===== src/rtl/bht_fetch_predictor.sv =====
// rtl/bht_fetch_predictor.sv - fetch-stage PC select with a saturating-counter branch history table
module bht_fetch_predictor #(
    parameter int ENTRIES = 16,
    parameter int CTR_W   = 2,
    parameter int PC_W    = 16,
    parameter int STAT_W  = 16
) (
    input  logic              clk,
    input  logic              rst,
    input  logic              predict_en,
    input  logic              f_valid,
    input  logic [PC_W-1:0]   f_pc,
    input  logic [3:0]        f_opcode,
    input  logic [2:0]        f_ir_9_11,
    output logic [1:0]        f_sel,
    output logic              f_pred_taken,
    input  logic              r_valid,
    input  logic [PC_W-1:0]   r_pc,
    input  logic [2:0]        r_ir_9_11,
    input  logic [2:0]        r_cc,
    input  logic              r_pred_taken,
    output logic              r_actual_taken,
    output logic              r_mispredict,
    input  logic              stat_clr,
    output logic [STAT_W-1:0] br_count,
    output logic [STAT_W-1:0] miss_count
);

    localparam int INDEX_W = $clog2(ENTRIES);

    localparam logic [3:0] OP_BR   = 4'b0000;
    localparam logic [3:0] OP_JMP  = 4'b1100;
    localparam logic [3:0] OP_TRAP = 4'b1111;

    localparam logic [1:0] SEL_PC2    = 2'b00;
    localparam logic [1:0] SEL_TARGET = 2'b01;
    localparam logic [1:0] SEL_TRAP   = 2'b10;
    localparam logic [1:0] SEL_JMP    = 2'b11;

    // Weakly not-taken: MSB clear, every lower bit set.
    localparam logic [CTR_W-1:0]  CTR_INIT = CTR_W'((1 << (CTR_W - 1)) - 1);
    localparam logic [CTR_W-1:0]  CTR_MAX  = {CTR_W{1'b1}};
    localparam logic [CTR_W-1:0]  CTR_MIN  = {CTR_W{1'b0}};
    localparam logic [STAT_W-1:0] STAT_MAX = {STAT_W{1'b1}};

    logic [CTR_W-1:0]   table_q [ENTRIES];

    logic [INDEX_W-1:0] f_idx;
    logic [INDEX_W-1:0] r_idx;
    logic [CTR_W-1:0]   f_ctr;
    logic [CTR_W-1:0]   r_ctr;
    logic [CTR_W-1:0]   r_ctr_next;
    logic               f_is_br;
    logic               r_trainable;
    logic               train_en;
    logic               actual_taken;
    logic               mispredict;

    // The PC is word-aligned, so bit 0 never carries index information.
    assign f_idx = f_pc[INDEX_W:1];
    assign r_idx = r_pc[INDEX_W:1];

    logic unused_pc_bits;
    assign unused_pc_bits = ^{f_pc[PC_W-1:INDEX_W+1], f_pc[0], r_pc[PC_W-1:INDEX_W+1], r_pc[0]};

    assign f_ctr = table_q[f_idx];
    assign r_ctr = table_q[r_idx];

    assign f_is_br = f_valid && (f_opcode == OP_BR);

    // Fetch-side prediction: unconditional and never-taken encodings are static, the rest read the table.
    always_comb begin
        f_pred_taken = 1'b0;
        if (f_is_br) begin
            if (f_ir_9_11 == 3'b111) begin
                f_pred_taken = 1'b1;
            end else if (f_ir_9_11 == 3'b000) begin
                f_pred_taken = 1'b0;
            end else begin
                f_pred_taken = predict_en && f_ctr[CTR_W-1];
            end
        end
    end

    // Pcmux steering from predecoded opcode and the BR prediction.
    always_comb begin
        f_sel = SEL_PC2;
        if (f_valid) begin
            unique case (f_opcode)
                OP_BR:   f_sel = f_pred_taken ? SEL_TARGET : SEL_PC2;
                OP_TRAP: f_sel = SEL_TRAP;
                OP_JMP:  f_sel = SEL_JMP;
                default: f_sel = SEL_PC2;
            endcase
        end
    end

    // Resolution outcome and flush request for the pipeline.
    always_comb begin
        actual_taken = r_valid && (|(r_ir_9_11 & r_cc));
        mispredict   = r_valid && (actual_taken != r_pred_taken);
    end

    assign r_actual_taken = actual_taken;
    assign r_mispredict   = mispredict;

    // Only conditional BRs carry information worth learning.
    assign r_trainable = (r_ir_9_11 != 3'b000) && (r_ir_9_11 != 3'b111);
    assign train_en    = r_valid && r_trainable;

    // Saturating step of the resolving entry's counter toward the actual outcome.
    always_comb begin
        r_ctr_next = r_ctr;
        if (actual_taken) begin
            if (r_ctr != CTR_MAX) begin
                r_ctr_next = r_ctr + CTR_W'(1);
            end
        end else begin
            if (r_ctr != CTR_MIN) begin
                r_ctr_next = r_ctr - CTR_W'(1);
            end
        end
    end

    // Table training; fetch reads the old value on a same-index collision since there is no bypass.
    always_ff @(posedge clk or posedge rst) begin
        if (rst) begin
            for (int i = 0; i < ENTRIES; i++) begin
                table_q[i] <= CTR_INIT;
            end
        end else if (train_en) begin
            table_q[r_idx] <= r_ctr_next;
        end
    end

    // Saturating performance counters; clear wins over a coincident increment.
    always_ff @(posedge clk or posedge rst) begin
        if (rst) begin
            br_count   <= '0;
            miss_count <= '0;
        end else if (stat_clr) begin
            br_count   <= '0;
            miss_count <= '0;
        end else if (r_valid) begin
            if (br_count != STAT_MAX) begin
                br_count <= br_count + STAT_W'(1);
            end
            if (mispredict && (miss_count != STAT_MAX)) begin
                miss_count <= miss_count + STAT_W'(1);
            end
        end
    end

endmodule


===== config.mk =====
export PLATFORM = sky130hd
export DESIGN_NAME = bht_fetch_predictor
export DESIGN_NICKNAME = d
export VERILOG_FILES = /design/src/rtl/bht_fetch_predictor.sv
export SDC_FILE = /design/constraint.sdc
export NUM_CORES = 1
export LEC_CHECK = 0
export ABC_AREA = 0
export CAP_MARGIN = 20
export CORE_MARGIN = 10
export CORE_UTILIZATION = 51
export CTS_BUF_LIST = sky130_fd_sc_hd__clkbuf_8
export CTS_CLUSTER_SIZE = 16
export DETAILED_ROUTE_END_ITERATION = 7
export GPL_ROUTABILITY_DRIVEN = 0
export GPL_TIMING_DRIVEN = 0
export PLACE_DENSITY = 0.82
export SLEW_MARGIN = 20
export SYNTH_ARGS = -nofsm -noshare
export SYNTH_HDL_FRONTEND = slang
export SYNTH_SLANG_ARGS = --single-unit

===== constraint.sdc =====
create_clock -name clk -period 2.45 [get_ports clk]
set_input_delay 0.49 -clock clk [delete_from_list [all_inputs] [get_ports clk]]
set_output_delay 0.49 -clock clk [all_outputs]
set_load 0.02 [all_outputs]

==> results of run 1 <==
[cells in the mapped netlist, types with 5 or more instances]
cell and instances:
mux4_2 12, a21oi_1 15, and4_1 7, nand3_1 23, xor2_1 5, nor2b_1 8
mux2_2 33, dfstp_2 16, a2111oi_0 5, or4_1 8, nor3_1 7, nand4_1 10
o31ai_1 9, nor2_1 22, clkbuf_1 10, nand2_1 28, dfrtp_1 48, xnor2_1 10
[repair_timing]
item	in CTS	in global routing
gates resized for setup	28	6
setup buffers	2	0
pin swaps	5	3
hold buffers	0	0
endpoints found under the setup margin	9	8
[path summary, 6_finish.rpt]
path	slack (ps)	startpoint	end
worst max-delay path	-110	table_q[3]	f_sel[0]
worst min-delay path	440	rst	table_q[23]
worst max register to register	240	br_count[0]	br_count[7]
worst min register to register	540	table_q[13]	table_q[13]
max in group asynchronous	1450	rst	table_q[28]
min in group clk	540	table_q[13]	table_q[13]
[cell families (layout without fill, tap and decap cells)]
group                    Yosys count  count (layout)  synth area share (%)
buffers and inverters             20              99                  2.53
AND/OR/NAND/NOR                  131             131                  19.2
flip-flops                        64              64                  44.9
adder cells (fa/ha/maj)            6               6                  1.94
AO/OA/AOI/OAI                     44              44                  8.17
XOR/XNOR                          15              15                  3.64
multiplexers                      51              51                  19.7
[state kept, by name (all words and copies together), names as in the netlist]
register / flops
table_q: 32
miss_count: 16
br_count: 16
[cell type report]
cell class,instances,area (um2),share of cell area (%)
clock inverter,7,95.1,2.06
clock buffer,9,124,2.68
inverter,7,28.8,0.622
multi-input combinational,247,1930,41.7
sequential,64,1620,35.1
buffer,12,61.3,1.33
tap,96,120,2.60
timing repair buffer,64,644,13.9
[critical path: stages, from the launching register on]
cell       delay, ps
dfrtp_1          420
mux4_2           470
o211ai_1         200
o22ai_2          130
o2111ai_2        200
o311ai_1         130
buf_2            180
[power breakdown]
group,leakage [nW],total [mW],switching [mW],internal [mW]
clock,0.110,1.01,0.435,0.574
sequential,0.833,1.24,0.0560,1.19
combinational,0.904,0.399,0.185,0.214
total,1.85,2.65,0.676,1.98
[routing by layer]
layer	track usage, %	wire length [um]	share of wire, %	vias up
met5	0	0	0	-
met4	8.25	129	1.4	0
met3	4.40	590	6.4	11
met2	27.2	4420	48	109
met1	20.3	4040	44	1491
li1	-	-	-	1401
==> flow_metrics.py, run 1 <==
metrics = {
    "floorplan": {
        "fp-row-count": 30,
        "core_area_um2": 6830,
        "dieArea_um2": 10900,
        "die-height_um": 104,
        "initial_utilization_pct": 52.9,
        "io_pins": 89,
        "die_x_um": 104,
    },
    "power_and_ir_drop": {
        "powerDensity_nw_per_um2": 573,
        "power_mw": 2.65,
        "peakVddDrop_mv": 0.364,
        "leakage_nw": 1.85,
    },
    "timing": {
        "tns_ps": -136,
        "fin_crit_ps": 2560,
        "report.final.slew_viol_count": 0,
        "slew-limit-headroom_pct": 49.0,
        "setup_viol": 2,
        "finalHoldViolations": 0,
        "setup_slack_ps": -106,
        "worst_pin_slew_ps": 758,
        "grt_setup_unrepaired": "true",
        "holdWs_ps": 439,
        "max_freq_mhz": 391,
        "skew_ps": 6.78,
        "fin_crit_sh_pct": 104,
    },
    "cells_and_area": {
        "fin_area_um2": 4620,
        "final_nets": 459,
        "layout_common_cells": "clkdlybuf4s50_1 (53), dfrtp_1 (48), mux2_2 (33), nand2_1 (27), nand3_1 (23)",
        "diodes": 0,
        "drive_gt1_share_pct": 25.6,
        "areaGrowthSynthToFinish_pct": 27.9,
        "final_common_cell": "clkdlybuf4s50_1",
        "utilization_pct": 67.7,
        "fill_cells": 547,
        "layoutNonFillerInstCount": 506,
    },
    "worst_setup_path": {
        "crit_path_max_fanout": 3,
        "cp-end-kind": "output pin",
        "arrival_ps": 2070,
        "cp-start-kind": "flop",
        "cp.required_ps": 1960,
        "reg2reg_depth": 6,
        "critPathKind": "reg -> out",
    },
    "clock_tree": {
        "cts-buffers-inserted": 9,
        "clkLatencyLatePin_ps": 350,
        "cts_tree": "done",
        "clkTransAtPathRegs_ps": 70,
        "htreeDepth": 3,
        "cts.sinks": 64,
        "cts_buffer_depth": 2,
        "cts_root_buf": "clkbuf_8",
    },
    "synthesis": {
        "synth_edf_count": 0,
        "ys.flop_type": "dfrtp_1",
        "synth_cell_type_count": 43,
        "yosysWarnings": 0,
        "synth_nets": 385,
        "synth_top_area_share_pct": 33.2,
        "netlist_instances": 331,
        "yosysTopAreaCell": "dfrtp_1",
        "ys_seq_elements": 64,
        "synth.avg_cell_area_um2": 10.9,
        "synthTopCellsByArea": "dfrtp_1 (33%), dfstp_2 (12%), mux2_2 (10%), mux4_2 (7.5%), nand3_1 (3.2%)",
        "ys_seq_area_share_pct": 44.9,
        "async_reset_ff_share_pct": 100,
        "netlist_area_um2": 3610,
    },
    "route": {
        "wl_per_cell_um": 18.1,
        "viasPerCell": 5.95,
        "dr.pass1.iters": 5,
        "drt_iter0_drc": 181,
        "drc": 0,
        "via_count": 3012,
        "ant_nets": 0,
        "wirelength_mm": 9.18,
    },
    "hold_path": {
        "hp-class": "in -> async",
    },
    "place": {
        "postPlaceCellArea_um2": 4370,
        "post-place-ws_ps": -966,
        "dp.cells": 489,
        "port_buffers": 61,
        "hpwl_mm": 6.59,
    },
    "run_status": {
        "violations": "setup timing",
        "status": "complete, but fails checks",
    },
    "global_route": {
        "grt_pass1_vias": 3094,
        "grt_first_pass_wirelength_mm": 15.2,
        "grt_start_max_net_pins": 47,
        "antenna_found_initial": 0,
        "gr-usage-all-layers_pct": 16.8,
        "grt_overflow": 0,
    },
    "run": {
        "max_cap_violations": 0,
    },
}
Power figures use the tool's default switching activity.
==> inputs of run 2 (changes only) <==
Settings changed: CORE_UTILIZATION 51 to 45, PLACE_DENSITY 0.82 to 0.74.
==> run 2 against run 1 <==
Compared with the run above: the flow still finishes with violations (setup timing); non-clock buffer count rose by 3; largest cell class unchanged; worst hold slack got worse by 38 ps; final cell count rose by 1.6%; largest power group unchanged; global-route usage fell by 0.91 points; critical path depth did not move; clock skew rose by 3.4 ps; clock-buffer cell count rose by 4; sequential share of layout area fell by 0.29 points; clock power fell by 15%; critical endpoint unchanged.
==> flow_metrics.py, run 2 (synthesis gave the netlist of run 1 again) <==
metrics = {
    "timing": {
        "max_freq_mhz": 389,
        "grt_setup_unrepaired": "true",
        "worst_pin_slew_ps": 700,
        "report.final.slew_viol_count": 0,
        "setup_viol": 2,
        "tns_ps": -154,
        "fin_crit_sh_pct": 105,
        "finalHoldViolations": 0,
        "setup_slack_ps": -122,
        "slew-limit-headroom_pct": 52.9,
        "skew_ps": 10.2,
        "holdWs_ps": 401,
        "fin_crit_ps": 2570,
    },
    "worst_setup_path": {
        "cp-end-kind": "output pin",
        "slowest_stage": "mux4_2",
        "cp-start-kind": "flop",
        "crit_path_max_fanout": 3,
        "cp_slowest_stage_delay_ps": 450,
        "path_buf_inv": 1,
        "r2r-start": "miss_count[7]",
        "startpoint": "table_q[7]",
        "arrival_ps": 2080,
        "crit_family": "compound AO/OA/AOI/OAI gates",
        "cp.required_ps": 1960,
        "critPathKind": "reg -> out",
        "crit_path_cell_trace": "mux4_2 -> o211ai_1 -> o22ai_2 -> o2111ai_2 -> o311ai_1 -> buf_2",
    },
    "route": {
        "ant_nets": 0,
        "drc": 0,
        "drt_iter0_drc": 180,
        "wirelength_mm": 9.23,
        "wl_per_cell_um": 18.0,
        "viasPerCell": 5.69,
        "via_count": 2926,
        "dr.pass1.iters": 4,
    },
    "power_and_ir_drop": {
        "p_sw_share_pct": 25.2,
        "peakVddDrop_mv": 0.343,
        "powerDensity_nw_per_um2": 538,
        "intPower_mw": 1.87,
        "p_sw_mw": 0.633,
        "power_frac_comb_pct": 16.3,
        "p_clk_share_pct": 34.2,
        "power_frac_seq_pct": 49.5,
        "leakage_nw": 1.88,
    },
    "hold_path": {
        "hp-class": "in -> async",
    },
    "clock_tree": {
        "clkLatencyLatePin_ps": 340,
        "clkTransAtPathRegs_ps": 70,
        "cts_tree": "done",
        "cts-buffers-inserted": 9,
        "cts_buffer_depth": 2,
        "htreeDepth": 3,
        "cts_root_buf": "clkbuf_8",
        "cts.sinks": 64,
    },
    "floorplan": {
        "initial_utilization_pct": 46.5,
        "die-height_um": 110,
        "die_x_um": 110,
        "io_pins": 89,
        "dieArea_um2": 12000,
        "fp-row-count": 32,
        "core_area_um2": 7770,
    },
    "run_status": {
        "status": "complete, but fails checks",
        "violations": "setup timing",
    },
    "place": {
        "hpwl_mm": 6.59,
        "postPlaceCellArea_um2": 4380,
        "port_buffers": 61,
    },
    "cells_and_area": {
        "top_register": "table_q",
        "final_nets": 462,
        "fill_cells": 660,
        "layout_common_cells": "clkdlybuf4s50_1 (51), dfrtp_1 (48), mux2_2 (33), nand2_1 (27), nand3_1 (23)",
        "final_common_cell": "clkdlybuf4s50_1",
        "areaGrowthSynthToFinish_pct": 29.0,
        "diodes": 0,
        "utilization_pct": 60.0,
        "drive_gt1_share_pct": 26.2,
        "reg_top3": "table_q: 32 flops, br_count: 16 flops, miss_count: 16 flops",
        "largest_reg_flops": 32,
        "fin_area_um2": 4660,
    },
    "global_route": {
        "grt_start_max_net_pins": 54,
        "antenna_found_initial": 0,
        "grt_overflow": 0,
        "gr-usage-all-layers_pct": 15.9,
        "grt_first_pass_wirelength_mm": 15.4,
        "grt_pass1_vias": 3032,
    },
    "run": {
        "max_cap_violations": 0,
    },
}
[run 2: changes by cell type in the layout (fill, tap and decap cells not counted), sizes merged]
| cell | delta |
|---|---|
| clkbuf | +3 |
| clkdlybuf4s15 | +1 |
| bufinv | -2 |
| buf | +3 |
| clkinv | -3 |
| clkdlybuf4s50 | -2 |
| clkinvlp | -1 |
| inv | +1 |
| dlymetal6s2s | +2 |
[run 2: layer usage]
layer / track usage (%) / wire length (um) / vias to the layer above
met5: 0 / 0 / -
met4: 4.83 / 75 / 0
met3: 4.86 / 582 / 9
met2: 24.4 / 4370 / 82
met1: 21.2 / 4200 / 1424
li1: - / - / 1411
[run 2: repair_timing]
action                                  in CTS  in global routing
endpoints found under the hold margin        0                  0
gates resized for setup                     28                 13
pin swaps                                    5                  3
setup buffers                                3                  2
hold buffers                                 0                  0
endpoints found under the setup margin      11                 12
[run 2: through the flow]
| step | total power [mW] | setup WS [ps] | std cells |
|---|---|---|---|
| floorplan | 1.51 | 234 | 331 |
| global placement | 1.63 | -944 | 494 |
| detailed placement | 1.65 | -1020 | 495 |
| CTS | 2.52 | -141 | 512 |
| global route | 2.63 | -233 | 514 |
| finish | 2.51 | -122 | 514 |
[run 2: worst paths after layout]
path | cells past startpoint | slack [ps] | to
max | 6 | -120 | f_sel[0]
min | 2 | 400 | br_count[9]
max reg2reg | 6 | 260 | miss_count[5]
min reg2reg | 1 | 530 | table_q[1]
max in group asynchronous | 3 | 1480 | table_q[14]
min in group clk | 1 | 530 | table_q[1]
[run 2: power by group through the flow]
| stage | sequential [mW] | combinational [mW] | clock (mW) |
|---|---|---|---|
| after CTS | 1.24 | 0.402 | 0.877 |
| after detailed placement | 1.26 | 0.392 | 0 |
| final | 1.24 | 0.409 | 0.858 |
| after global routing | 1.25 | 0.452 | 0.925 |
| after floorplan | 1.25 | 0.259 | 0 |
| after global placement | 1.25 | 0.373 | 0 |
[run 2: cell type report]
class | instances | area [um2] | area share [%]
well taps | 102 | 128 | 2.74
multi-input cells | 247 | 1960 | 42.0
repair buffers | 67 | 678 | 14.5
clock inverters | 2 | 7.51 | 0.161
plain buffers | 12 | 61.3 | 1.32
inverters | 7 | 28.8 | 0.617
flip-flops and latches | 64 | 1620 | 34.8
clock buffers | 13 | 179 | 3.84
[run 2: worst register-to-register path: stages, from the launching register on]
cell	delay [ps]
dfrtp_1	480
and4_1	300
and4_1	300
and4_1	240
clkbuf_1	330
nor4_1	110
mux2_1	320
